$ cat config.mk
export PLATFORM = sky130hd
export DESIGN_NAME = seg_disp_arbiter
export DESIGN_NICKNAME = d
export VERILOG_FILES = /design/src/rtl/seg_disp_arbiter.sv
export SDC_FILE = /design/constraint.sdc
export NUM_CORES = 1
export LEC_CHECK = 0
export ABC_CLOCK_PERIOD_IN_PS = 4500
export CAP_MARGIN = 20
export CORE_AREA = 3 3 96 98
export CTS_CLUSTER_SIZE = 14
export DETAILED_ROUTE_END_ITERATION = 8
export DIE_AREA = 0 0 99 101
export GPL_TIMING_DRIVEN = 0
export PLACE_DENSITY = 0.95
export SLEW_MARGIN = 20
export SYNTH_ARGS = -nofsm -noshare
export SYNTH_HDL_FRONTEND = slang
export SYNTH_SLANG_ARGS = --single-unit
export TNS_END_PERCENT = 50
$ cat constraint.sdc
create_clock -name sys_clk -period 4.5 [get_ports sys_clk]
set_input_delay 0.9 -clock sys_clk [delete_from_list [all_inputs] [get_ports sys_clk]]
set_output_delay 0.9 -clock sys_clk [all_outputs]
set_load 0.03 [all_outputs]
$ cat src/rtl/seg_disp_arbiter.sv
// seg_disp_arbiter: shares one six-digit 74HC595 display datapath between a
// background requester (A) and a priority requester (B). One owner at a
// time, a minimum hold before B may preempt A, and a blank gap of BLANK_CYC
// cycles on every owner change. All outputs are registered.
// Optional: define SEG_ARB_STARVE_EN to let a waiting A force B off the
// display after MAX_HOLD cycles.
module seg_disp_arbiter #(
  parameter int MIN_HOLD  = 25_000_000,
  parameter int BLANK_CYC = 50_000,
  parameter int MAX_HOLD  = 250_000_000,
  parameter int CNT_W     = 28
) (
  input  logic        sys_clk,
  input  logic        sys_rst,
  input  logic        req_a,
  input  logic [19:0] data_a,
  input  logic [5:0]  point_a,
  input  logic        sign_a,
  input  logic        req_b,
  input  logic [19:0] data_b,
  input  logic [5:0]  point_b,
  input  logic        sign_b,
  output logic        gnt_a,
  output logic        gnt_b,
  output logic [19:0] data,
  output logic [5:0]  point,
  output logic        sign,
  output logic        seg_en
);

  typedef enum logic [1:0] {
    IDLE  = 2'd0,
    GNT_A = 2'd1,
    GNT_B = 2'd2,
    BLANK = 2'd3
  } state_t;

  // The hold counter saturates at the larger threshold so it can never wrap
  // back below a limit while an owner sits on the display.
  localparam int                HOLD_SAT_I = (MIN_HOLD > MAX_HOLD) ? MIN_HOLD : MAX_HOLD;
  localparam logic [CNT_W-1:0]  HOLD_SAT   = CNT_W'(HOLD_SAT_I);
  localparam logic [CNT_W-1:0]  MIN_HOLD_C = CNT_W'(MIN_HOLD);
  localparam logic [CNT_W-1:0]  BLANK_LAST = CNT_W'(BLANK_CYC - 1);

  state_t           state_reg;
  state_t           state_next;
  logic [CNT_W-1:0] hold_cnt_reg;
  logic [CNT_W-1:0] blank_cnt_reg;
  logic             hold_ge_min;
  logic             blank_done;

  logic             gnt_a_reg,  gnt_a_next;
  logic             gnt_b_reg,  gnt_b_next;
  logic             seg_en_reg, seg_en_next;
  logic [19:0]      data_reg,   data_next;
  logic [5:0]       point_reg,  point_next;
  logic             sign_reg,   sign_next;

  assign hold_ge_min = (hold_cnt_reg >= MIN_HOLD_C);
  assign blank_done  = (blank_cnt_reg == BLANK_LAST);

`ifdef SEG_ARB_STARVE_EN
  localparam logic [CNT_W-1:0] MAX_HOLD_C = CNT_W'(MAX_HOLD);

  logic force_a_reg;
  logic hold_ge_max;

  assign hold_ge_max = (hold_cnt_reg >= MAX_HOLD_C);

  // force_a remembers that B was pushed off for starvation so A wins the
  // next blank exit; it is consumed by any blank exit.
  always_ff @(posedge sys_clk or posedge sys_rst) begin
    if (sys_rst) begin
      force_a_reg <= 1'b0;
    end else if (state_reg == GNT_B && state_next == BLANK && req_b) begin
      force_a_reg <= 1'b1;
    end else if (state_reg == BLANK && state_next != BLANK) begin
      force_a_reg <= 1'b0;
    end
  end
`endif

  // State register.
  always_ff @(posedge sys_clk or posedge sys_rst) begin
    if (sys_rst) begin
      state_reg <= IDLE;
    end else begin
      state_reg <= state_next;
    end
  end

  // Next-state decision: B outranks A, release is immediate, preemption of
  // A waits for the minimum hold.
  always_comb begin
    state_next = state_reg;
    case (state_reg)
      IDLE: begin
        if (req_b) begin
          state_next = GNT_B;
        end else if (req_a) begin
          state_next = GNT_A;
        end
      end
      GNT_A: begin
        if (!req_a || (req_b && hold_ge_min)) begin
          state_next = BLANK;
        end
      end
      GNT_B: begin
        if (!req_b) begin
          state_next = BLANK;
        end
`ifdef SEG_ARB_STARVE_EN
        else if (req_a && hold_ge_max) begin
          state_next = BLANK;
        end
`endif
      end
      BLANK: begin
        if (blank_done) begin
`ifdef SEG_ARB_STARVE_EN
          if (force_a_reg && req_a) begin
            state_next = GNT_A;
          end else
`endif
          if (req_b) begin
            state_next = GNT_B;
          end else if (req_a) begin
            state_next = GNT_A;
          end else begin
            state_next = IDLE;
          end
        end
      end
      default: state_next = IDLE;
    endcase
  end

  // Output values for the coming cycle, derived from the state being entered
  // so the grant and the owner's fields appear one cycle after sampling.
  always_comb begin
    gnt_a_next  = 1'b0;
    gnt_b_next  = 1'b0;
    seg_en_next = 1'b0;
    data_next   = '0;
    point_next  = '0;
    sign_next   = 1'b0;
    case (state_next)
      GNT_A: begin
        gnt_a_next  = 1'b1;
        seg_en_next = 1'b1;
        data_next   = data_a;
        point_next  = point_a;
        sign_next   = sign_a;
      end
      GNT_B: begin
        gnt_b_next  = 1'b1;
        seg_en_next = 1'b1;
        data_next   = data_b;
        point_next  = point_b;
        sign_next   = sign_b;
      end
      default: ;
    endcase
  end

  // Output registers.
  always_ff @(posedge sys_clk or posedge sys_rst) begin
    if (sys_rst) begin
      gnt_a_reg  <= 1'b0;
      gnt_b_reg  <= 1'b0;
      seg_en_reg <= 1'b0;
      data_reg   <= '0;
      point_reg  <= '0;
      sign_reg   <= 1'b0;
    end else begin
      gnt_a_reg  <= gnt_a_next;
      gnt_b_reg  <= gnt_b_next;
      seg_en_reg <= seg_en_next;
      data_reg   <= data_next;
      point_reg  <= point_next;
      sign_reg   <= sign_next;
    end
  end

  // Hold counter: cleared on any state change, counts while an owner stays.
  always_ff @(posedge sys_clk or posedge sys_rst) begin
    if (sys_rst) begin
      hold_cnt_reg <= '0;
    end else if (state_next != state_reg) begin
      hold_cnt_reg <= '0;
    end else if ((state_reg == GNT_A || state_reg == GNT_B) && hold_cnt_reg != HOLD_SAT) begin
      hold_cnt_reg <= hold_cnt_reg + 1'b1;
    end
  end

  // Blank counter: runs 0..BLANK_CYC-1 while the blank gap is held.
  always_ff @(posedge sys_clk or posedge sys_rst) begin
    if (sys_rst) begin
      blank_cnt_reg <= '0;
    end else if (state_reg == BLANK && state_next == BLANK) begin
      blank_cnt_reg <= blank_cnt_reg + 1'b1;
    end else begin
      blank_cnt_reg <= '0;
    end
  end

  assign gnt_a  = gnt_a_reg;
  assign gnt_b  = gnt_b_reg;
  assign seg_en = seg_en_reg;
  assign data   = data_reg;
  assign point  = point_reg;
  assign sign   = sign_reg;

endmodule

=== After elaboration in Yosys (flattened, before gate mapping) ===
Cells that the tools add are included.

* Flip-flop bits (word level): 88

* Add/sub/neg operators: 2
* Magnitude comparators: 1
* Equal/unequal tests: 9
* Mux-type cells: 17
* Reductions and logical operators: 9

{| class="wikitable"
|+ Operators with widths
! cell !! count
|-
| 28-bit 2-to-1 mux || 3
|-
| 28-bit by 1-bit adder with 28-bit output, second input constant || 2
|-
| 20-bit one-hot mux with 2 select lines || 1
|-
| 28-bit by 16-bit == test with 1-bit output, second input constant || 1
|-
| 28-bit by 25-bit greater-or-equal comparator with 1-bit output, second input constant || 1
|-
| 28-bit != test, second input constant || 1
|-
| 2-bit 2-to-1 mux || 6
|-
| 6-bit one-hot mux with 2 select lines || 1
|-
| 2-bit == test, second input constant || 4
|-
| 2-bit one-hot mux with 4 select lines || 1
|-
| 2-bit by 1-bit == test with 1-bit output, second input constant || 2
|-
| 1-bit 2-to-1 mux || 4
|-
| 1-bit logical AND || 3
|-
| 2-bit zero test || 1
|-
| 1-bit logical OR || 2
|-
| 2-bit != test || 1
|-
| 1-bit one-hot mux with 2 select lines || 1
|-
| 2-bit nonzero test || 1
|-
| 2-bit OR reduction || 1
|-
| 1-bit zero test || 1
|}

=== Longest topological paths before layout ===
Gate-level depths: netlist of the first run.

* Word-level depth: 8
* Mapped depth: 14
* Mapped depth without buffers: 11

=== Worst setup path after synthesis of the first run ===
Ideal clock, no wire load.

* Path kind: input -> register
* Start: in req_b
* End: reg data_reg[0] (netlist: data[0])
* Library setup time: 0.073 ns
* Arrival: 2.709 ns
* Setup slack: 1.718 ns
* Stages: 10
* Path buffers: 2
* Cells stage by stage: nor4b_1 > nand4_1 > o31ai_1 > nor2b_1 > inv_1 > ha_1 > clkbuf_1 > buf_1 > a22oi_1 > nor2b_1

* Word-level cells in the longest chain between the ends: 6

{| class="wikitable"
|+ Ends and longest elaborated chain
! item !! RTL line !! text
|-
| from (decl) || 19 || <nowiki>input logic req_b,</nowiki>
|-
| 1-bit logical AND || 105 || <nowiki>if (!req_a || (req_b && hold_ge_min)) begin</nowiki>
|-
| 1-bit logical OR || 105 ||
|-
| 2-bit 2-to-1 mux || 105 ||
|-
| 2-bit one-hot mux with 4 select lines * || 96 || <nowiki>case (state_reg)</nowiki>
|-
| net state_next[1] || 46 || <nowiki>state_t state_next;</nowiki>
|-
| 2-bit == test or 2-bit by 1-bit == test with 1-bit output (tied branches) || 148 || <nowiki>case (state_next)</nowiki>
|-
| 20-bit one-hot mux with 2 select lines * || 148 ||
|-
| net data_next[0] || 55 || <nowiki>logic [19:0] data_reg, data_next;</nowiki>
|-
| to (signal assigned) || 180 || <nowiki>data_reg <= data_next;</nowiki>
|-
| to (decl) || 55 ||
|}

Mark *: on every way through the listed nets, which the timed path passes. The rest lies on a longest branch.
A chain may end at the register's enable or synchronous reset.

=== Worst setup path after layout of the first run ===
* Start: in req_b
* End: reg point_reg[5] (netlist: point[5])

* Word-level cells in the longest chain between the ends: 6

{| class="wikitable"
|+ Ends and longest elaborated chain
! item !! RTL line !! text
|-
| 1-bit logical AND || 105 ||
|-
| 1-bit logical OR || 105 ||
|-
| 2-bit 2-to-1 mux || 105 ||
|-
| 2-bit one-hot mux with 4 select lines * || 96 ||
|-
| net state_next[1] || 46 ||
|-
| 2-bit == test or 2-bit by 1-bit == test with 1-bit output (tied branches) || 148 ||
|-
| 6-bit one-hot mux with 2 select lines * || 148 ||
|-
| net point_next[5] || 56 || <nowiki>logic [5:0] point_reg, point_next;</nowiki>
|-
| to (signal assigned) || 181 || <nowiki>point_reg <= point_next;</nowiki>
|-
| to (decl) || 56 ||
|}

Marked as above.

==> key figures, run 1 <==
Run status
  • Outcome: completed

Worst setup path
  • Worst Path Required: between 4 and 5 ns
  • Kind of critical path: input port to flip-flop
  • Crit-path most repeated cell: nor2b_1
  • CP max FO: 10
  • CP startpoint kind: input port
  • Slowest stage delay, CP: slightly below 0.7 ns
  • Worst EP arrival: about 4 ns
  • CP cell instances: clkdlybuf4s50_1 > nor4b_1 > nand4_1 > o31ai_1 > nor2b_1 > inv_1 > ha_1 > clkbuf_1 > buf_1 > a22oi_1 > nor2b_1
  • Worst path slowest cell: clkdlybuf4s50_1
  • Worst Setup End Kind: flip-flop

Synth
  • Synth top area share: between 40 and 50%
  • Top area cells in the synthesized netlist: dfrtp_1, xor2_1, a22oi_1
  • Post-synthesis sequential area ratio: approximately 46%
  • Yosys Warn Count: 0
  • Top cells by count, synth: dfrtp_1, nand2_1, nor2_1, nor2b_1, xor2_1
  • Complex-gate fraction of the synthesized area: 8.43%
  • Synth Area in Adders: under 10%
  • Syn_area_per_cell: between 9 and 10 um^2
  • Yosys reg bits: approximately 90
  • EDFF count, synth: 0
  • Synth unique cells: 50
  • Post-Synth Simple-Gate Area: 28.6%
  • Largest family of logic cells by synthesized area: simple AND/OR/NAND/NOR gates
  • Leading area contributor after synthesis: dfrtp_1
  • Synth Flop Type: dfrtp_1
  • Async set-reset flop share out of synthesis: 100%
  • Xor and xnor fraction of the mapped netlist area: 9.38%
  • Most frequent cell after synthesis: dfrtp_1
  • Synthesized cell area: ~4800 um^2
  • Mux cell area share after synthesis: less than 1%
  • Mapped Cells: a little under 500
  • Post-Syn Nets: ~560

GRT
  • GRT Util Overall: between 20 and 25%
  • First-pass GRT wire length: 18.9 mm
  • Initial antenna violation count: 0
  • Largest net degree at the start of global routing: 48
  • Total grt overflow: 0
  • Vias in the first global route: 4116

Floorplan
  • Full die area: around 10000 um^2
  • Num rows: 34
  • Core ar.: 8550 um^2
  • Die Span X: roughly 99 um
  • Chip height: between 100 and 150 um
  • Initial Utilization: 55.7%
  • Io pins: 88

Power
  • Static Leak: between 0.002 and 0.0025 uW
  • Sw Pwr: about 1200 uW
  • Sw frac: a little over two fifths
  • Clock power frac: between 15 and 20%
  • Combinational Power Share: 51.3%
  • Reg power frac: 31.2%
  • Power density over cell area: between 400 and 500 nW/um^2
  • Power Internal: approximately 1700 uW
  • Peak VDD IR: between 0.4 and 0.5 mV

STA
  • Worst-Margin Slew: 0.530 ns
  • TNS Setup: 0 ns
  • Period utilisation layout: between 80% and 90%
  • Max Freq: 272 MHz
  • Slew HR: between 60% and 70%
  • Setup-failing EPs final: 0
  • Max-slew violations: 0
  • RSZ-0062 raised after global routing: false
  • Min Tclk post-route: around 3.7 ns
  • Clock Skews: about 0.014 ns
  • Final Hold Fails: 0
  • Worst hold slack: 0.470 ns

Final layout
  • Finished Core Util: a little over two thirds
  • Final cell count without fillers: about 700
  • Share of layout cells above drive strength 1: a little under a tenth
  • Syn-to-layout area delta: 25.5%
  • Antenna Cells: 0
  • Nets: around 660
  • Fillers: 572

CTS
  • Worst skew pair latency: between 0.3 and 0.4 ns
  • Clock Pin Slew Worst Setup and Hold Paths: around 0.09 ns
  • Num CTS Buffers: 9
  • Post-CTS Setup Bufs: 0
  • Root Driver: clkbuf_8
  • Hold_buf cts: 0
  • H-tree Lvls: 3
  • CTS tree: yes
  • CTS resizes: 0
  • Clock Tree Buf Depth: 2
  • Clock sink count: between 80 and 90

Route
  • DR DRC count: 0
  • Wirelength per Cell: approximately 16 um
  • Iteration-0 DRC Markers: roughly 260
  • Drt total wl: ~11 mm
  • DRT Pass-1 Iters: 6
  • Vias per cell: around 5.8
  • Post-route ant nets: 0
  • Via count: just over 4000

Place
  • IO Port Bufs: 87
  • Routability congestion estimate from global placement: between 0.9 and 1
  • Placed Cells: between 600 and 700
  • DP HPWL: 8.15 mm

Run
  • MaxCap Viol Count: 0

Worst hold path
  • Hold crit path type: flip-flop to flip-flop
[stage by stage]
step	cell area, um^2	total power [uW]	setup WS [ns]
6_report	5980	2980	0.830
3_5_place_dp	5800	2460	0.563
2_1_floorplan	4760	2010	1.32
5_1_grt	5980	3140	0.496
4_1_cts	5980	2980	0.889
3_3_place_gp	5770	2370	0.0841
[power by group through the flow]
stage | Clock [uW] | Combinational [uW] | Sequential, uW
after floorplan | 0 | 952 | 1060
after global placement | 0 | 1430 | 938
after detailed placement | 0 | 1520 | 943
after CTS | 527 | 1530 | 929
after global routing | 558 | 1640 | 939
final | 521 | 1530 | 929
[cell families (layout without fill, tap and decap cells)]
logic type	count (synthesis)	after routing
and+or+nand+nor	245	245
DFF	88	88
AOI/OAI and AO/OA	55	55
xor gates and xnor gates	51	51
buffers and inverters	39	143
adders and majority gates	10	10
muxes	1	1
[cells in the final DEF (no fill, tap or decap), drive strengths merged, types with 8 or more instances in the layout]
master / netlist / routed
nand2: 46 / 46
nor2: 64 / 64
buf: 8 / 9
nor2b: 29 / 29
xor2: 28 / 28
a22oi: 27 / 27
and4: 8 / 8
clkdlybuf4s50: 0 / 87
nor4: 18 / 18
clkbuf: 16 / 26
dfrtp: 88 / 88
nor3: 10 / 10
ha: 10 / 10
nand3: 22 / 22
nand4: 20 / 20
inv: 14 / 18
and3: 10 / 10
xnor2: 23 / 23
[critical path: cells and delay by family]
family	cells	cell delay (ns)
compound gates	2	0.56
fa+ha+maj	1	0.17
simple gates	4	0.82
buf+inv	4	1.50
[layout make-up]
cell class                      instances  area (um^2)  share of cell area, %
Multi-Input combinational cell        362         2350                   39.3
Sequential cell                        88         2200                   36.8
Timing Repair Buffer                   88          898                   15.0
Buffer                                 25          161                   2.70
Tap cell                              108          135                   2.26
Clock buffer                           10          128                   2.13
Inverter                               14         55.1                  0.921
Clock inverter                          6         51.3                  0.858
[final timing paths]
kind,startpoint,slack [ns],cells past startpoint,endpoint
min in group asynchronous,sys_rst,0.91,2,hold_cnt_reg[22]$_DFFE_PP0P_
worst min register to register,blank_cnt_reg[0]$_DFF_PP0_,0.47,1,blank_cnt_reg[0]$_DFF_PP0_
worst max-delay path,req_b,0.83,11,point[5]$_DFF_PP0_
worst max register to register,blank_cnt_reg[12]$_DFF_PP0_,1.09,10,point[5]$_DFF_PP0_
max in group asynchronous,sys_rst,2.97,3,data[10]$_DFF_PP0_
worst min-delay path,blank_cnt_reg[0]$_DFF_PP0_,0.47,1,blank_cnt_reg[0]$_DFF_PP0_
[per-layer routing]
metal	vias up	global-route usage (%)	part of all wire [%]	routed length, um
met5	-	0	0	0
met4	0	11.1	3.2	356
met3	40	4.98	6.2	695
met2	173	39.8	51	5690
met1	1967	27.8	40	4450
li1	1910	-	-	-
(Power assumes the default switching activity.)
==> run 2: changes to the inputs <==
Settings changed: ABC_CLOCK_PERIOD_IN_PS 4500 to 3300, CORE_AREA 3 3 96 98 to 3 3 104 106, DIE_AREA 0 0 99 101 to 0 0 107 109, PLACE_DENSITY 0.95 to 0.87.
Clock period 4.5 ns to 3.3 ns, I/O delays scaled along.
==> run 2 against run 1 <==
  * First-iteration DRC count increased by 8.2%
  * Utilization down 8.9 points
  * Count of clock-buffer cells in the layout increased by 1
  * Clock skew shrank 0.0031 ns
  * Global-route usage decreased by 3.3 points
  * Final area increased by 0.71%
  * Wire length is 2.6% lower
  * Non-clock buffer count is 1 lower
  * Register-to-register slack worse by 0.83 ns
  * Largest power group unchanged
  * Sequential share of layout area down 0.26 points
  * Clock power increased by 39%
  * Worst setup slack got worse by 0.66 ns
==> key figures, run 2 (synthesized netlist as in run 1, its figures left out) <==
Run status
  • Outcome: completed

CTS
  • Root Driver: clkbuf_8
  • Worst skew pair latency: 0.36 ns
  • Clock Tree Buf Depth: 2
  • Hold_buf cts: 0
  • Clock Pin Slew Worst Setup and Hold Paths: about 0.090 ns
  • Clock sink count: 88
  • H-tree Lvls: 3
  • CTS tree: yes
  • Num CTS Buffers: 9
  • Post-CTS Setup Bufs: 0

STA
  • Setup-failing EPs final: 0
  • RSZ-0062 raised after global routing: true
  • Worst-Margin Slew: between 0.5 and 0.6 ns
  • Period utilisation layout: ~95%
  • Final Hold Fails: 0
  • Worst hold slack: 0.488 ns
  • Max-slew violations: 0
  • Clock Skews: ~0.011 ns
  • TNS Setup: 0 ns
  • Min Tclk post-route: ~3.1 ns
  • Slew HR: between 60% and 70%
  • Max Freq: ~320 MHz

Worst hold path
  • Hold Startpoint: blank_cnt_reg[0]$_DFF_PP0_
  • Worst Hold Depth: 1
  • Hold crit path type: flip-flop to flip-flop
  • Hold worst-path end: blank_cnt_reg[0]$_DFF_PP0_

Worst setup path
  • Worst Setup End Kind: flip-flop
  • Worst R2R Setup Slack: between 0.2 and 0.3 ns
  • CP startpoint kind: input port
  • Worst Path Required: approximately 3.5 ns
  • CP max FO: 10
  • FF-to-FF End: data[15]$_DFF_PP0_
  • Worst EP arrival: roughly 3.4 ns
  • Kind of critical path: input port to flip-flop
  • RR Startpoint: blank_cnt_reg[4]$_DFF_PP0_
  • Reg2reg path depth: 11

Place
  • DP HPWL: between 8 and 9 mm
  • IO Port Bufs: 87
  • Dpl cell area: 5820 um^2
  • Routability congestion estimate from global placement: 0.888

Final layout
  • Commonest non-fill, non-tap cell in the layout: dfrtp_1
  • Commonest non-fill, non-tap cells in the layout: dfrtp_1, clkdlybuf4s50_1, nand2_1
  • Fin area: ~6000 um^2
  • Syn-to-layout area delta: 26.4%
  • Finished Core Util: between 60% and 70%
  • Share of layout cells above drive strength 1: between 10% and 20%
  • Fillers: between 700 and 800
  • Antenna Cells: 0
  • Nets: 655

GRT
  • Initial antenna violation count: 0
  • Largest net degree at the start of global routing: between 40 and 50
  • GRT Util Overall: between 10% and 20%
  • Vias in the first global route: between 3000 and 4000
  • Total grt overflow: 0
  • First-pass GRT wire length: 18.6 mm

Floorplan
  • Num rows: 36
  • Full die area: ~12000 um^2
  • Chip height: 109 um
  • Die Span X: 107 um
  • Core ar.: between 9000 and 10000 um^2
  • Io pins: a little under 90
  • Initial Utilization: between 40 and 50%

Route
  • Drt total wl: between 10 and 15 mm
  • Via count: 3973
  • DRT Pass-1 Iters: 5
  • Post-route ant nets: 0
  • Vias per cell: between 5 and 6
  • Wirelength per Cell: 15.0 um
  • DR DRC count: 0
  • Iteration-0 DRC Markers: roughly 280

Power
  • Static Leak: approximately 0.0025 uW
  • Peak VDD IR: 0.521 mV
  • Power density over cell area: approximately 680 nW/um^2

Run
  • MaxCap Viol Count: 0
==> run 2: what timing repair did <==
| item | 4_1_cts | 5_1_grt |
|---|---|---|
| pin swaps | 0 | 0 |
| setup endpoints to repair | 20 | 39 |
| gates resized for setup | 3 | 4 |
==> run 2: how the worst max path moves through the flow <==
stage               startpoint                           to  slack [ns]  cells after the start
global route             req_b  blank_cnt_reg[26]$_DFF_PP0_       -0.01                      9
CTS                      req_b           point[3]$_DFF_PP0_        0.03                     11
detailed placement       req_b            data[0]$_DFF_PP0_       -0.52                     11
floorplan              sys_rst   blank_cnt_reg[0]$_DFF_PP0_        0.36                      1
finish                   req_b  blank_cnt_reg[26]$_DFF_PP0_        0.17                      9
global placement       sys_rst  blank_cnt_reg[14]$_DFF_PP0_       -0.90                      2
==> run 2: layer usage <==
metal / up-vias / GRT usage [%] / routed length, um
li1: 1906 / - / -
met1: 1906 / 25.0 / 4670
met2: 144 / 33.3 / 5310
met3: 17 / 4.44 / 690
met4: 0 / 8.49 / 218
met5: - / 0 / 0
==> run 2: final cells by class <==
type	count	area (um^2)	area share [%]
plain buffers	24	163	2.70
clock buffers	11	131	2.18
clock inverters	5	57.6	0.956
inverters	14	55.1	0.914
multi-input cells	362	2350	39.1
flip-flops and latches	88	2200	36.6
well taps	133	166	2.76
repair buffers	88	891	14.8
==> run 2: power by group <==
part	switching [uW]	leakage, uW	internal (uW)	total (uW)
combinational	1200	0.00117	874	2080
clock	371	0.0000973	351	722
sequential	54.2	0.00121	1210	1270
total	1630	0.00247	2440	4070
==> run 2: worst max-delay path, stage by stage <==
cell and delay (ns):
clkdlybuf4s50_1 0.67, nor4b_1 0.35, nand4_1 0.15, o31ai_2 0.36, nor2b_2 0.13, ha_1 0.21
nand2_1 0.26, clkbuf_1 0.45, nor2_1 0.12
==> run 2: per-stage QoR <==
step	instances	total power, uW	worst slack (ns)
2_1_floorplan	489	2750	0.361
3_3_place_gp	709	3250	-0.903
3_5_place_dp	710	3340	-0.516
4_1_cts	726	4080	0.0286
5_1_grt	725	4340	-0.0110
6_report	725	4070	0.169
==> run 3: changes to the inputs <==
Settings changed: CAP_MARGIN 20 to 40, CTS_CLUSTER_DIAMETER set to 80.
==> run 3 against run 2 <==
  * Critical path depth is the same
  * Count of clock-buffer cells in the layout is the same
  * Worst setup slack is the same
  * Wire length is the same
  * Global-route usage is the same
  * Via count is the same
  * Largest cell class unchanged
==> key figures, run 3 (synthesized netlist as in run 1, its figures left out) <==
Route
  • Drt total wl: approximately 11 mm
  • Vias per cell: 5.48
  • Post-route ant nets: 0
  • Via count: 3973
  • Iteration-0 DRC Markers: about 280
  • Wirelength per Cell: approximately 15 um
  • DRT Pass-1 Iters: 5
  • DR DRC count: 0

Floorplan
  • Num rows: 36
  • Die Span X: about 110 um
  • Chip height: approximately 110 um
  • Core ar.: about 9900 um^2
  • Initial Utilization: 48.3%
  • Full die area: around 12000 um^2
  • Io pins: slightly below 90

Worst setup path
  • Kind of critical path: input port to flip-flop
  • CP max FO: 10
  • Worst R2R Setup Slack: about 0.26 ns
  • Cell family with most CP delay: buffers and inverters
  • Worst path slowest cell: clkdlybuf4s50_1
  • Slowest stage delay, CP: around 0.67 ns
  • CP cell instances: clkdlybuf4s50_1 > nor4b_1 > nand4_1 > o31ai_2 > nor2b_2 > ha_1 > nand2_1 > clkbuf_1 > nor2_1
  • Worst EP arrival: approximately 3.4 ns
  • Worst Path Required: 3.53 ns
  • Worst Setup End Kind: flip-flop
  • WP buf/inv: 2
  • CP startpoint kind: input port

Final layout
  • Commonest non-fill, non-tap cells in the layout: dfrtp_1, clkdlybuf4s50_1, nand2_1
  • Register Area: 2200 um^2
  • Fillers: about 800
  • Multi-input gate area: 2350 um^2
  • Nets: ~660
  • Antenna Cells: 0
  • Syn-to-layout area delta: 26.4%
  • Share of layout cells above drive strength 1: 10.3%
  • Commonest non-fill, non-tap cell in the layout: dfrtp_1
  • Final cell count without fillers: 725

CTS
  • CTS tree: yes
  • Clock sink count: between 80 and 90
  • Clock Pin Slew Worst Setup and Hold Paths: roughly 0.09 ns
  • Num CTS Buffers: 9
  • Worst skew pair latency: about 0.36 ns
  • Post-CTS Setup Bufs: 0
  • Clock Tree Buf Depth: 2
  • H-tree Lvls: 3
  • Root Driver: clkbuf_8
  • Hold_buf cts: 0

Run
  • MaxCap Viol Count: 0

STA
  • Final WS setup: around 0.17 ns
  • Min Tclk post-route: 3.13 ns
  • Worst-Margin Slew: ~0.57 ns
  • Period utilisation layout: between 90% and 100%
  • Clock Skews: between 0.01 and 0.015 ns
  • Setup-failing EPs final: 0
  • Max-slew violations: 0
  • RSZ-0062 raised after global routing: true
  • Slew HR: approximately 62%
  • Final Hold Fails: 0
  • Max Freq: roughly 320 MHz

Worst hold path
  • Hold crit path type: flip-flop to flip-flop

Place
  • Pre-CTS setup slack: -0.516 ns
  • IO Port Bufs: 87
  • Routability congestion estimate from global placement: a little under 0.9
  • DP HPWL: a little over 8 mm
  • Placed Cells: 710

Power
  • Static Leak: 0.00247 uW
  • Peak VDD IR: 0.521 mV
  • Power density over cell area: 675 nW/um^2

GRT
  • Total grt overflow: 0
  • Vias in the first global route: 3880
  • GRT Util Overall: between 10% and 20%
  • First-pass GRT wire length: between 15 and 20 mm
  • Largest net degree at the start of global routing: 46
  • Initial antenna violation count: 0

Run status
  • Outcome: completed
[run 3: worst reg2reg max path, stage by stage (launching register included)]
cell and delay, ns:
dfrtp_1 0.38, buf_6 0.14, nor4b_4 0.27, nand4_2 0.18, o32a_1 0.40, o21ai_1 0.17, nor2b_2 0.29, ha_1 0.21
clkbuf_1 0.33, clkbuf_2 0.32, a22oi_1 0.16, nor2b_1 0.12
[run 3: per-layer routing]
metal | global-route usage (%) | part of all wire, % | vias up | wire length (um)
li1 | - | - | 1906 | -
met1 | 25.0 | 43 | 1906 | 4670
met2 | 33.3 | 49 | 144 | 5310
met3 | 4.44 | 6.3 | 17 | 690
met4 | 8.49 | 2.0 | 0 | 218
met5 | 0 | 0 | - | 0
[run 3: cell type report]
cell class / count / share of cell area [%]
plain buffers: 24 / 2.70
inverters: 14 / 0.914
multi-input cells: 362 / 39.1
flip-flops and latches: 88 / 36.6
clock inverters: 5 / 0.956
clock buffers: 11 / 2.18
well taps: 133 / 2.76
repair buffers: 88 / 14.8
[run 3: repair_timing]
item / in CTS / in global routing
endpoints found under the setup margin: 20 / 39
pin swaps: 0 / 0
gates resized for setup: 3 / 4
[run 3: path summary, 6_finish.rpt]
path	startpoint	endpoint	cells past startpoint
max reg2reg	blank_cnt_reg[4]$_DFF_PP0_	data[15]$_DFF_PP0_	11
min reg2reg	blank_cnt_reg[0]$_DFF_PP0_	blank_cnt_reg[0]$_DFF_PP0_	1
min	blank_cnt_reg[0]$_DFF_PP0_	blank_cnt_reg[0]$_DFF_PP0_	1
max	req_b	blank_cnt_reg[26]$_DFF_PP0_	9
max in group asynchronous	sys_rst	hold_cnt_reg[22]$_DFFE_PP0P_	3
min in group asynchronous	sys_rst	data[11]$_DFF_PP0_	2
[run 3: metrics by stage]
stage          power, uW  instance area [um^2]  setup TNS [ns]  hold WS (ns)  util (%)
3_5_place_dp        3340                  5820          -15.15         0.475      59.0
6_report            4070                  6020               0         0.488      61.0
4_1_cts             4080                  6020               0         0.487      61.0
3_3_place_gp        3250                  5800          -89.19         0.443      58.8
2_1_floorplan       2750                  4760               0         0.425         -
5_1_grt             4340                  6020         -0.0223         0.508      61.0
[run 3: power by group]
part,total (uW),internal [uW],switching (uW)
Combinational,2080,874,1200
Sequential,1270,1210,54.2
Clock,722,351,371
Total,4070,2440,1630
